$ cat config.mk
export PLATFORM = sky130hd
export DESIGN_NAME = vote_tally
export DESIGN_NICKNAME = d
export VERILOG_FILES = /design/src/rtl/vote_tally.sv
export SDC_FILE = /design/constraint.sdc
export NUM_CORES = 1
export LEC_CHECK = 0
export ABC_AREA = 0
export BUFFER_PORTS_ARGS = -buffer_cell sky130_fd_sc_hd__buf_4
export CORE_UTILIZATION = 60
export CTS_CLUSTER_DIAMETER = 30
export CTS_CLUSTER_SIZE = 20
export DETAILED_ROUTE_END_ITERATION = 12
export PLACE_DENSITY_LB_ADDON = 0.25
export SLEW_MARGIN = 20
export SYNTH_ARGS = -nofsm -noshare
export SYNTH_HDL_FRONTEND = slang
export SYNTH_SLANG_ARGS = --single-unit
$ cat constraint.sdc
create_clock -name clock -period 5.9 [get_ports clock]
set_input_delay 0.295 -clock clock [delete_from_list [all_inputs] [get_ports clock]]
set_output_delay 0.295 -clock clock [all_outputs]
set_load 0.01 [all_outputs]
$ cat src/rtl/vote_tally.sv
// Ballot box: one vote per opened ballot, saturating per-candidate tallies, result display.
// Define VOTE_TALLY_TOTAL_EN to add a saturating total_votes output.
module vote_tally #(
    parameter int unsigned NUM_CAND = 4,
    parameter int unsigned CNT_W    = 8,
    parameter int unsigned SEL_W    = $clog2(NUM_CAND)
) (
    input  logic                      clock,
    input  logic                      reset,
    input  logic                      mode,
    input  logic                      ballot_open,
    input  logic [NUM_CAND-1:0]       vote_valid,
    input  logic [SEL_W-1:0]          result_sel,
    output logic                      ballot_ready,
    output logic                      vote_ack,
    output logic                      vote_err,
    output logic                      sat,
    output logic [SEL_W-1:0]          candidate_id,
    output logic [CNT_W-1:0]          vote_count
`ifdef VOTE_TALLY_TOTAL_EN
    ,
    output logic [CNT_W+SEL_W-1:0]    total_votes
`endif
);

    typedef enum logic [1:0] {StIdle, StArmed, StCommit, StResult} state_e;

    localparam logic [CNT_W-1:0] CntMax = '1;

    state_e                state_q, state_d;
    logic [CNT_W-1:0]      tally_q [NUM_CAND];
    logic [CNT_W-1:0]      tally_d [NUM_CAND];
    logic [SEL_W-1:0]      idx_q, idx_d;
    logic                  ack_q, ack_d;
    logic                  err_q, err_d;
    logic                  sat_q, sat_d;
    logic [SEL_W-1:0]      cand_q, cand_d;
    logic [CNT_W-1:0]      count_q, count_d;

    logic                  any_vote;
    logic                  multi_vote;
    logic                  single_vote;
    logic [SEL_W-1:0]      vote_idx;
    logic [CNT_W-1:0]      sel_count;

    // Clearing the lowest set bit leaves something behind only if two or more bits were set.
    assign any_vote    = |vote_valid;
    assign multi_vote  = |(vote_valid & (vote_valid - NUM_CAND'(1)));
    assign single_vote = any_vote && !multi_vote;

    always_comb begin
        vote_idx = '0;
        for (int i = 0; i < NUM_CAND; i++) begin
            if (vote_valid[i]) begin
                vote_idx = SEL_W'(i);
            end
        end
    end

    // Out-of-range selections match no entry and display zero.
    always_comb begin
        sel_count = '0;
        for (int i = 0; i < NUM_CAND; i++) begin
            if (result_sel == SEL_W'(i)) begin
                sel_count = tally_q[i];
            end
        end
    end

    always_ff @(posedge clock) begin
        if (reset) begin
            state_q <= StIdle;
        end else begin
            state_q <= state_d;
        end
    end

    always_comb begin
        state_d = state_q;
        unique case (state_q)
            StIdle: begin
                if (mode) begin
                    state_d = StResult;
                end else if (ballot_open) begin
                    state_d = StArmed;
                end
            end
            StArmed: begin
                if (mode) begin
                    state_d = StResult;
                end else if (single_vote) begin
                    state_d = StCommit;
                end
            end
            StCommit: state_d = StIdle;
            StResult: begin
                if (!mode) begin
                    state_d = StIdle;
                end
            end
            default: state_d = StIdle;
        endcase
    end

    always_comb begin
        ballot_ready = (state_q == StArmed);
        ack_d        = (state_q == StCommit);
        err_d        = (state_q == StArmed) && !mode && multi_vote;
        sat_d        = sat_q;
        cand_d       = cand_q;
        count_d      = '0;
        idx_d        = idx_q;
        tally_d      = tally_q;

        if ((state_q == StArmed) && !mode && single_vote) begin
            idx_d = vote_idx;
        end

        if (state_q == StCommit) begin
            cand_d = idx_q;
            if (tally_q[idx_q] == CntMax) begin
                sat_d = 1'b1;
            end else begin
                tally_d[idx_q] = tally_q[idx_q] + CNT_W'(1);
            end
        end

        // Loading on entry as well gives a valid display one cycle after mode rises.
        if (state_d == StResult) begin
            cand_d  = result_sel;
            count_d = sel_count;
        end
    end

    always_ff @(posedge clock) begin
        if (reset) begin
            idx_q   <= '0;
            ack_q   <= 1'b0;
            err_q   <= 1'b0;
            sat_q   <= 1'b0;
            cand_q  <= '0;
            count_q <= '0;
            for (int i = 0; i < NUM_CAND; i++) begin
                tally_q[i] <= '0;
            end
        end else begin
            idx_q   <= idx_d;
            ack_q   <= ack_d;
            err_q   <= err_d;
            sat_q   <= sat_d;
            cand_q  <= cand_d;
            count_q <= count_d;
            tally_q <= tally_d;
        end
    end

    assign vote_ack     = ack_q;
    assign vote_err     = err_q;
    assign sat          = sat_q;
    assign candidate_id = cand_q;
    assign vote_count   = count_q;

`ifdef VOTE_TALLY_TOTAL_EN
    logic [CNT_W+SEL_W-1:0] total_q;

    // Counts every commit, including those to an already saturated candidate.
    always_ff @(posedge clock) begin
        if (reset) begin
            total_q <= '0;
        end else if ((state_q == StCommit) && (total_q != '1)) begin
            total_q <= total_q + (CNT_W + SEL_W)'(1);
        end
    end

    assign total_votes = total_q;
`endif

endmodule

==> results of run 1 <==
power groups by stage:
stage / sequential (mW) / clock (mW) / combinational (mW)
detailed placement: 0.354 / 0 / 0.0675
CTS: 0.346 / 0.251 / 0.0679
global route: 0.348 / 0.266 / 0.0742
floorplan: 0.352 / 0 / 0.0518
global placement: 0.354 / 0 / 0.0644
finish: 0.346 / 0.247 / 0.0680
tightest hold or removal path: stages:
cell and delay, ns:
buf_4 0.13, nand2_1 0.09, a21oi_1 0.06
cell usage in the layout (no fill, tap or decap), drive strengths merged:
cell type	n
nand4	1
nor2	38
and4	1
nor2b	9
ha	1
a21o	2
or2	2
bufinv	1
buf	23
clkbuf	7
dfxtp	49
o211ai	1
o21ai	1
xor2	5
nor4	1
xnor2	2
mux2i	11
a2111oi	4
a211oi	27
a41oi	1
nand2	8
inv	5
nor3	1
and3	1
nand2b	1
mux4	16
a21oi	5
nand3	3
and2	1
metal layers:
layer,vias up,share of wire (%),track usage (%)
met2,49,52,43.5
li1,806,-,-
met3,12,4.0,6.51
met4,0,2.5,12.2
met1,830,42,30.9
met5,-,0,0
cells by family after synthesis:
logic type	Yosys count	share of synthesized area (%)
simple gates	67	13.0
mux	27	20.3
flops	49	41.2
fa+ha+maj	1	0.526
xor+xnor	7	2.58
compound gates	41	15.9
buf+inv	20	6.47
flip-flops by register name (all words and copies together) (netlist names):
| register | cells |
|---|---|
| tally_q | 32 |
| vote_count | 8 |
| candidate_id | 2 |
| idx_q | 2 |
| state_q | 2 |
| sat | 1 |
| vote_ack | 1 |
| vote_err | 1 |
final cells by class:
class / count / area [um2] / share of cell area [%]
clock buffers: 7 / 86.3 / 3.33
clock inverters: 1 / 30.0 / 1.16
inverters: 5 / 18.8 / 0.724
multi-input cells: 143 / 1240 / 48.0
flip-flops and latches: 49 / 981 / 37.8
well taps: 48 / 60.1 / 2.32
repair buffers: 23 / 173 / 6.66
worst max path at each step:
stage	slack (ns)	cells past startpoint	endpoint	start
after global routing	2.31	6	tally_q[8]$_SDFFE_PP0P_	idx_q[1]$_SDFFE_PP0P_
after floorplan	3.32	8	tally_q[10]$_SDFFE_PP0P_	idx_q[1]$_SDFFE_PP0P_
final	2.53	6	tally_q[8]$_SDFFE_PP0P_	idx_q[1]$_SDFFE_PP0P_
after global placement	2.62	6	tally_q[12]$_SDFFE_PP0P_	idx_q[1]$_SDFFE_PP0P_
after detailed placement	2.54	6	tally_q[8]$_SDFFE_PP0P_	idx_q[1]$_SDFFE_PP0P_
after CTS	2.50	6	tally_q[8]$_SDFFE_PP0P_	idx_q[1]$_SDFFE_PP0P_
==> run metrics, run 1 <==
DRT Pass-1 Iters 4; Critical Path RT 6.13 ns; final hold vios 0; Yosys reg bits 49; synth top area cells dfxtp_1 41%, mux4_2 12%, a211oi_1 8.2%, nor2_1 6.0%, mux2i_1 4.6%; Max VDD drop between 200 and 250 uV; routed vias/inst 6.15; mean post-synth cell area 11.2 um2; initial antenna violation count 0; DPL Wire Length 3350 um; setup TNS 0 ns; Reg clk slew, reported paths 0.08 ns; post-DR wirelength/cell 17.6 um; Pwr Density 255 nW/um2; Net Sw Power 155 uW; slew at the pin closest to its max-slew limit 0.985 ns; MaxCap Viol Count 0; area share of the largest cell type after synthesis 41.2%; row cnt 22; Setup Skew 0.00662 ns; P_int 507 uW; hold-critical path depth 3; # IOs 24; IO buf count 23; total CTS buffers 5; Cells after Synth roughly 210; dominant synthesized flop cell dfxtp_1; setup repair bufs after CTS 0; Cell variety after synth 36; Post-synth ARST share 0%; cell with the most instances after synthesis dfxtp_1; crit-path leading delay family compound AO/OA/AOI/OAI gates; Filler cells 281; Lkg Pwr 0.890 nW; CP max FO 14; clk sinks just under 50; Area Growth Syn to Fin 9.00%; final WL 4870 um; setup slack after layout 2.53 ns; syn_nets between 200 and 250; RSZ-0062 raised after global routing false; fin area 2590 um2; Post-synth top cells 49 x dfxtp_1, 38 x nor2_1, 26 x a211oi_1; DR vias 1697; Period Utilization, post-route 57.1%; # DRC 0; Placed Instances 268; r2r setup slk around 2.5 ns; cell taking the most area after synthesis dfxtp_1; fmax 297 MHz; max-slew violations 0; post-route insts no fill 276; largest net degree at the start of global routing between 40 and 50; RR Startpoint idx_q[1]$_SDFFE_PP0P_; min-delay worst type in -> reg; clock power share 37.3%; gr usage total 25.9%; min Tclk post-route 3.37 ns; Startpoint Class flip-flop; post-CTS resize count 0; core area approximately 3700 um2; mapped cell area 2380 um2; headroom to the max-slew limit 34.3%; Pwr Total 661 uW; hold path start mode; worst path cell trace mux4_2, ha_1, and3_4, a2111oi_4, nor2_1, a211oi_2; combinational share of power between 10% and 20%; first-pass GRT wire length 8070 um; Core Util, Final 69.3%; worst skew pair latency 0.31 ns; crit path kind reg -> reg; Post-DRT Antenna Nets 0; Final #Nets 238; FF-to-FF path depth 6; die width 65.0 um; Seq/Total Area, Yosys 41.2%; Setup WS pre-CTS 2.54 ns; CP arrival 3.60 ns; CP bufs+invs 0; status finished, final reports clean; TritonCTS clock tree built; H-tree Lvls 2; Hold Buf Count CTS 0; number of global-route vias before repair 1741; Final Setup Violations 0; slowest library cell on the worst path a2111oi_4; share of cells above drive strength 1 22.8%; DIE HEIGHT between 60 and 70 um; nature of the critical path endpoint flip-flop; Seq pwr share 52.4%; slowest stage delay, CP 0.92 ns; r2r endpoint tally_q[8]$_SDFFE_PP0P_; GRT overflow 0; root buf cell clkbuf_8; initial core utilization 63.5%; Initial DRC Count 148; Ant. Diodes 0; GP Congestion 0.823; number of synthesized flops with an enable pin 0; maximum root-to-sink buffer count 2; WHS Endpoint state_q[0]$_SDFF_PP0_; sw frac 23.4%; die area between 4000 and 5000 um2; hold_ws 0.312 ns; synth warn 0; Placed Area 2480 um2
Note: power is estimated with default switching activity, not from simulation.
==> inputs of run 2 (changes only) <==
--- a/config.mk
+++ b/config.mk
@@ -7,7 +7,7 @@
 export LEC_CHECK = 0
 export ABC_AREA = 0
 export BUFFER_PORTS_ARGS = -buffer_cell sky130_fd_sc_hd__buf_4
-export CORE_UTILIZATION = 60
+export CORE_UTILIZATION = 58
 export CTS_CLUSTER_DIAMETER = 30
 export CTS_CLUSTER_SIZE = 20
 export DETAILED_ROUTE_END_ITERATION = 12
==> constraint.sdc (replaced) <==
create_clock -name clock -period 3.44 [get_ports clock]
set_input_delay 0.172 -clock clock [delete_from_list [all_inputs] [get_ports clock]]
set_output_delay 0.172 -clock clock [all_outputs]
set_load 0.01 [all_outputs]
==> run 2 against run 1 <==
Compared with the run above: via count rose by 0.41%; sequential cell count is the same; total power grew 62%; maximum frequency grew 12%; final area increased by 1.7%; critical endpoint is now tally_q[15]$_SDFFE_PP0P_; largest cell class unchanged; largest power group unchanged.
==> run metrics, run 2 (synthesized netlist as in run 1, its figures left out) <==
r2r setup slk 0.44 ns (was 2.53 ns); P_int 816 uW (was 507 uW); Setup Skew 0.00677 ns (was 0.00662 ns); post-CTS resize count 0 (unchanged); share of cells above drive strength 1 25.8% (was 22.8%); initial core utilization 62.6% (was 63.5%); H-tree Lvls 2 (unchanged); Hold Buf Count CTS 0 (unchanged); final WL 4640 um (was 4870 um); CP arrival 3.21 ns (was 3.60 ns); worst path cell trace mux4_1, and4_1, a2111oi_4, buf_4, nor2_1, a211oi_1 (was mux4_2, ha_1, and3_4, a2111oi_4, nor2_1, a211oi_2); routed vias/inst 6.00 (was 6.15); setup TNS 0 ns (unchanged); DIE HEIGHT 66.0 um (was 65.0 um); clk sinks 49 (unchanged); hold-critical path depth 3 (unchanged); min Tclk post-route 3.00 ns (was 3.37 ns); Post-DRT Antenna Nets 0 (unchanged); slowest library cell on the worst path dfxtp_1 (was a2111oi_4); Period Utilization, post-route 87.2% (was 57.1%); Area Growth Syn to Fin 10.9% (was 9.00%); Core Util, Final 69.4% (was 69.3%); sw frac 23.9% (was 23.4%); RR Startpoint idx_q[0]$_SDFFE_PP0P_ (was idx_q[1]$_SDFFE_PP0P_); DPL Wire Length 3390 um (was 3350 um); Startpoint Class flip-flop (unchanged); DRT Pass-1 Iters 4 (unchanged); CP max FO 13 (was 14); Pwr Density 407 nW/um2 (was 255 nW/um2); Ant. Diodes 0 (unchanged); Reg clk slew, reported paths 0.08 ns (about the same); crit path kind reg -> reg (unchanged); commonest non-fill, non-tap cell in the layout dfxtp_1 (unchanged); Max VDD drop 313 uV (was 210 uV); # IOs 24 (unchanged); IO buf count 23 (unchanged); WHS Endpoint state_q[0]$_SDFF_PP0_ (unchanged); post-DR wirelength/cell 16.3 um (was 17.6 um); Net Sw Power 256 uW (was 155 uW); Largest Register tally_q (unchanged); core area 3800 um2 (was 3740 um2); most frequent cells in the layout 49 x dfxtp_1, 38 x nor2_1, 31 x buf_4, 26 x a211oi_1, 13 x mux4_2 (was 49 x dfxtp_1, 38 x nor2_1, 26 x a211oi_1, 23 x buf_4, 13 x mux4_2); fmax 333 MHz (was 297 MHz); status finished, final reports clean (unchanged); number of global-route vias before repair 1675 (was 1741); TritonCTS clock tree built (unchanged); initial antenna violation count 0 (unchanged); total CTS buffers 5 (unchanged); Initial DRC Count 103 (was 148); die width 66.0 um (was 65.0 um); maximum root-to-sink buffer count 2 (unchanged); worst skew pair latency 0.30 ns (was 0.31 ns); Setup WS pre-CTS 0.468 ns (was 2.54 ns); r2r endpoint tally_q[15]$_SDFFE_PP0P_ (was tally_q[8]$_SDFFE_PP0P_); largest net degree at the start of global routing 43 (unchanged); gr usage total 25.0% (was 25.9%); DR vias 1704 (was 1697); die area 4360 um2 (was 4220 um2); row cnt 22 (unchanged); min-delay worst type in -> reg (unchanged); Seq pwr share 55.3% (was 52.4%); Critical Path RT 3.65 ns (was 6.13 ns); GRT overflow 0 (unchanged); combinational share of power 11.2% (was 10.3%); MaxCap Viol Count 0 (unchanged); Placed Area 2540 um2 (was 2480 um2); nature of the critical path endpoint flip-flop (unchanged); Lkg Pwr 0.929 nW (was 0.890 nW); first-pass GRT wire length 7970 um (was 8070 um); slew at the pin closest to its max-slew limit 0.713 ns (was 0.985 ns); # DRC 0 (unchanged); hold path start mode (unchanged); max-slew violations 0 (unchanged); fin area 2640 um2 (was 2590 um2); slowest stage delay, CP 0.79 ns (was 0.92 ns); setup slack after layout 0.441 ns (was 2.53 ns); setup repair bufs after CTS 0 (unchanged); Final #Nets 246 (was 238); Filler cells 287 (was 281); headroom to the max-slew limit 52.4% (was 34.3%); clock power share 33.5% (was 37.3%); root buf cell clkbuf_8 (unchanged); final hold vios 0 (unchanged); Final Setup Violations 0 (unchanged); RSZ-0062 raised after global routing false (unchanged); max FFs per register 32 (unchanged); FF-to-FF path depth 6 (unchanged); GP Congestion 0.815 (was 0.823)
==> run 2: cell types whose count changed in the layout (fill, tap and decap cells not counted), sizes merged <==
cell and delta:
buf +8, bufinv -1, clkinv +1
==> run 2: worst max-delay path: cells and delay by family, from the launching register on <==
kind | cells | cell delay (ns)
DFF | 1 | 0.79
buffers and inverters | 1 | 0.26
muxes | 1 | 0.70
and+or+nand+nor | 2 | 0.44
AOI/OAI and AO/OA | 2 | 0.72
==> run 2: power groups by stage <==
stage	clock network [mW]	registers, mW	logic [mW]
after floorplan	0	0.603	0.0888
after global placement	0	0.606	0.116
after detailed placement	0	0.607	0.119
after CTS	0.369	0.593	0.120
after global routing	0.396	0.596	0.132
final	0.360	0.593	0.120
==> run 2: how the worst max path moves through the flow <==
stage	startpoint	end	slack, ns	cells past startpoint
6_report	idx_q[0]$_SDFFE_PP0P_	tally_q[15]$_SDFFE_PP0P_	0.44	6
5_1_grt	idx_q[1]$_SDFFE_PP0P_	tally_q[15]$_SDFFE_PP0P_	0.22	7
4_1_cts	idx_q[0]$_SDFFE_PP0P_	tally_q[13]$_SDFFE_PP0P_	0.44	6
3_5_place_dp	idx_q[0]$_SDFFE_PP0P_	tally_q[15]$_SDFFE_PP0P_	0.47	6
3_3_place_gp	idx_q[0]$_SDFFE_PP0P_	tally_q[11]$_SDFFE_PP0P_	0.59	6
2_1_floorplan	idx_q[1]$_SDFFE_PP0P_	tally_q[10]$_SDFFE_PP0P_	0.86	8
==> run 2: stage by stage <==
stage | power, mW | hold slack [ns] | instances
floorplan | 0.692 | 0.338 | 212
global placement | 0.721 | 0.489 | 276
detailed placement | 0.726 | 0.492 | 276
CTS | 1.08 | 0.190 | 284
global route | 1.12 | 0.197 | 284
finish | 1.07 | 0.195 | 284
==> run 2: layer usage <==
metal  GRT usage [%]  routed length, um  share of wire (%)
met1            31.1               2000                 43
met2            42.3               2360                 51
met3            5.69                210                4.5
met4            9.31                 72                1.6
met5               0                  0                  0
==> run 2: cell type report <==
cell class / count / area [um2] / share of cell area [%]
multi-input cells: 143 / 1240 / 47.2
flip-flops and latches: 49 / 981 / 37.2
repair buffers: 31 / 233 / 8.82
clock buffers: 7 / 96.3 / 3.65
well taps: 48 / 60.1 / 2.28
inverters: 5 / 18.8 / 0.712
clock inverters: 1 / 5.00 / 0.190
==> inputs of run 3 (changes only) <==
--- a/config.mk
+++ b/config.mk
@@ -12,6 +12,7 @@
 export CTS_CLUSTER_SIZE = 20
 export DETAILED_ROUTE_END_ITERATION = 12
 export PLACE_DENSITY_LB_ADDON = 0.25
+export RECOVER_POWER = 25
 export SLEW_MARGIN = 20
 export SYNTH_ARGS = -nofsm -noshare
 export SYNTH_HDL_FRONTEND = slang
==> run 3 against run 2 <==
Compared with the run above: cell count stayed put; worst setup slack got worse by 0.0015 ns; clock skew is essentially flat; sequential cell count stayed put; critical path type unchanged; global-route usage unchanged; core utilization shrank 1.4 points; sequential share of layout area increased by 0.74 points; critical path depth did not move; sequential power about the same; largest power group unchanged; highest routed layer unchanged.
==> run metrics, run 3 (synthesized netlist as in run 1, its figures left out) <==
status finished, final reports clean (unchanged); fmax 333 MHz (about the same); nature of the critical path endpoint flip-flop (unchanged); H-tree Lvls 2 (unchanged); Critical Path RT 3.65 ns (about the same); die area 4360 um2 (unchanged); Area Growth Syn to Fin 8.73% (was 10.9%); root buf cell clkbuf_8 (unchanged); DPL Wire Length 3390 um (unchanged); GP Congestion 0.815 (unchanged); max-slew violations 0 (unchanged); headroom to the max-slew limit 52.0% (was 52.4%); hold-critical path depth 3 (unchanged); MaxCap Viol Count 0 (unchanged); worst skew pair latency 0.30 ns (about the same); setup repair bufs after CTS 0 (unchanged); most frequent cells in the layout 49 x dfxtp_1, 38 x nor2_1, 26 x a211oi_1, 18 x buf_4 (was 49 x dfxtp_1, 38 x nor2_1, 31 x buf_4, 26 x a211oi_1, 13 x mux4_2); routed vias/inst 6.00 (about the same); TritonCTS clock tree built (unchanged); first-pass GRT wire length 7970 um (unchanged); DRT Pass-1 Iters 4 (unchanged); Pwr Density 414 nW/um2 (was 407 nW/um2); setup TNS 0 ns (unchanged); GRT overflow 0 (unchanged); largest net degree at the start of global routing 43 (unchanged); IO buf count 23 (unchanged); Max VDD drop 315 uV (was 313 uV); # IOs 24 (unchanged); Placed Area 2540 um2 (unchanged); fin area 2590 um2 (was 2640 um2); DR vias 1705 (was 1704); initial core utilization 62.6% (unchanged); Setup Skew 0.00674 ns (was 0.00677 ns); gr usage total 25.0% (unchanged); post-CTS resize count 0 (unchanged); core area 3800 um2 (unchanged); RSZ-0062 raised after global routing false (unchanged); Period Utilization, post-route 87.2% (about the same); total CTS buffers 5 (unchanged); final WL 4700 um (was 4640 um); DIE HEIGHT 66.0 um (unchanged); slew at the pin closest to its max-slew limit 0.719 ns (was 0.713 ns); number of global-route vias before repair 1675 (unchanged); die width 66.0 um (unchanged); Startpoint Class flip-flop (unchanged); Lkg Pwr 0.874 nW (was 0.929 nW); Ant. Diodes 0 (unchanged); initial antenna violation count 0 (unchanged); # DRC 0 (unchanged); Hold Buf Count CTS 0 (unchanged); Post-DRT Antenna Nets 0 (unchanged); min-delay worst type in -> reg (unchanged); final hold vios 0 (unchanged); FF-to-FF path depth 6 (unchanged); Final #Nets 246 (unchanged); Largest Register tally_q (unchanged); commonest non-fill, non-tap cell in the layout dfxtp_1 (unchanged); Final Setup Violations 0 (unchanged); clk sinks 49 (unchanged); CP max FO 13 (unchanged); Initial DRC Count 100 (was 103); Filler cells 304 (was 287); maximum root-to-sink buffer count 2 (unchanged); crit path kind reg -> reg (unchanged); Reg clk slew, reported paths 0.08 ns (about the same); row cnt 22 (unchanged); CP arrival 3.21 ns (about the same); post-DR wirelength/cell 16.5 um (was 16.3 um); min Tclk post-route 3.00 ns (about the same); share of cells above drive strength 1 19.9% (was 25.8%); max FFs per register 32 (unchanged)
run 3: cell types whose count changed in the layout (fill, tap and decap cells not counted), sizes merged:
cell    change
buf        -13
clkbuf     +13
run 3: worst paths after layout:
kind | endpoint | slack [ns] | start
max | tally_q[15]$_SDFFE_PP0P_ | 0.44 | idx_q[0]$_SDFFE_PP0P_
min | state_q[0]$_SDFF_PP0_ | 0.20 | mode
max reg2reg | tally_q[15]$_SDFFE_PP0P_ | 0.44 | idx_q[0]$_SDFFE_PP0P_
min reg2reg | sat$_SDFFE_PP0P_ | 0.50 | sat$_SDFFE_PP0P_
run 3: layout make-up:
class	count	area (um2)	share of cell area (%)
sequential	49	981	37.9
inverter	5	18.8	0.726
multi-input combinational	143	1240	48.0
clock inverter	1	5.00	0.194
timing repair buffer	31	184	7.11
clock buffer	7	96.3	3.73
tap	48	60.1	2.32
run 3: critical path, stage by stage (launching register included):
cell	delay, ns
dfxtp_1	0.79
mux4_1	0.70
and4_1	0.39
a2111oi_4	0.49
buf_4	0.26
nor2_1	0.05
a211oi_1	0.23
run 3: stage by stage:
| stage | power (mW) | hold WS (ns) | instances | util [%] | worst slack [ns] |
|---|---|---|---|---|---|
| floorplan | 0.692 | 0.338 | 212 | - | 0.856 |
| global placement | 0.721 | 0.489 | 276 | 66.8 | 0.585 |
| detailed placement | 0.726 | 0.492 | 276 | 66.8 | 0.468 |
| CTS | 1.08 | 0.190 | 284 | 69.4 | 0.437 |
| global route | 1.12 | 0.197 | 284 | 68.1 | 0.220 |
| finish | 1.07 | 0.196 | 284 | 68.1 | 0.439 |
run 3: routing by layer:
layer	vias to the layer above	share of wire [%]	global-route usage, %	wire length, um
li1	826	-	-	-
met1	825	43	31.1	2020
met2	46	50	42.3	2350
met3	8	5.4	5.69	254
met4	0	1.4	9.31	68
met5	-	0	0	0
run 3: power by group:
part	leakage, nW	internal [mW]	switching, mW	total (mW)
Sequential	0.397	0.581	0.0125	0.593
Combinational	0.423	0.0508	0.0657	0.117
Clock	0.0542	0.182	0.179	0.361
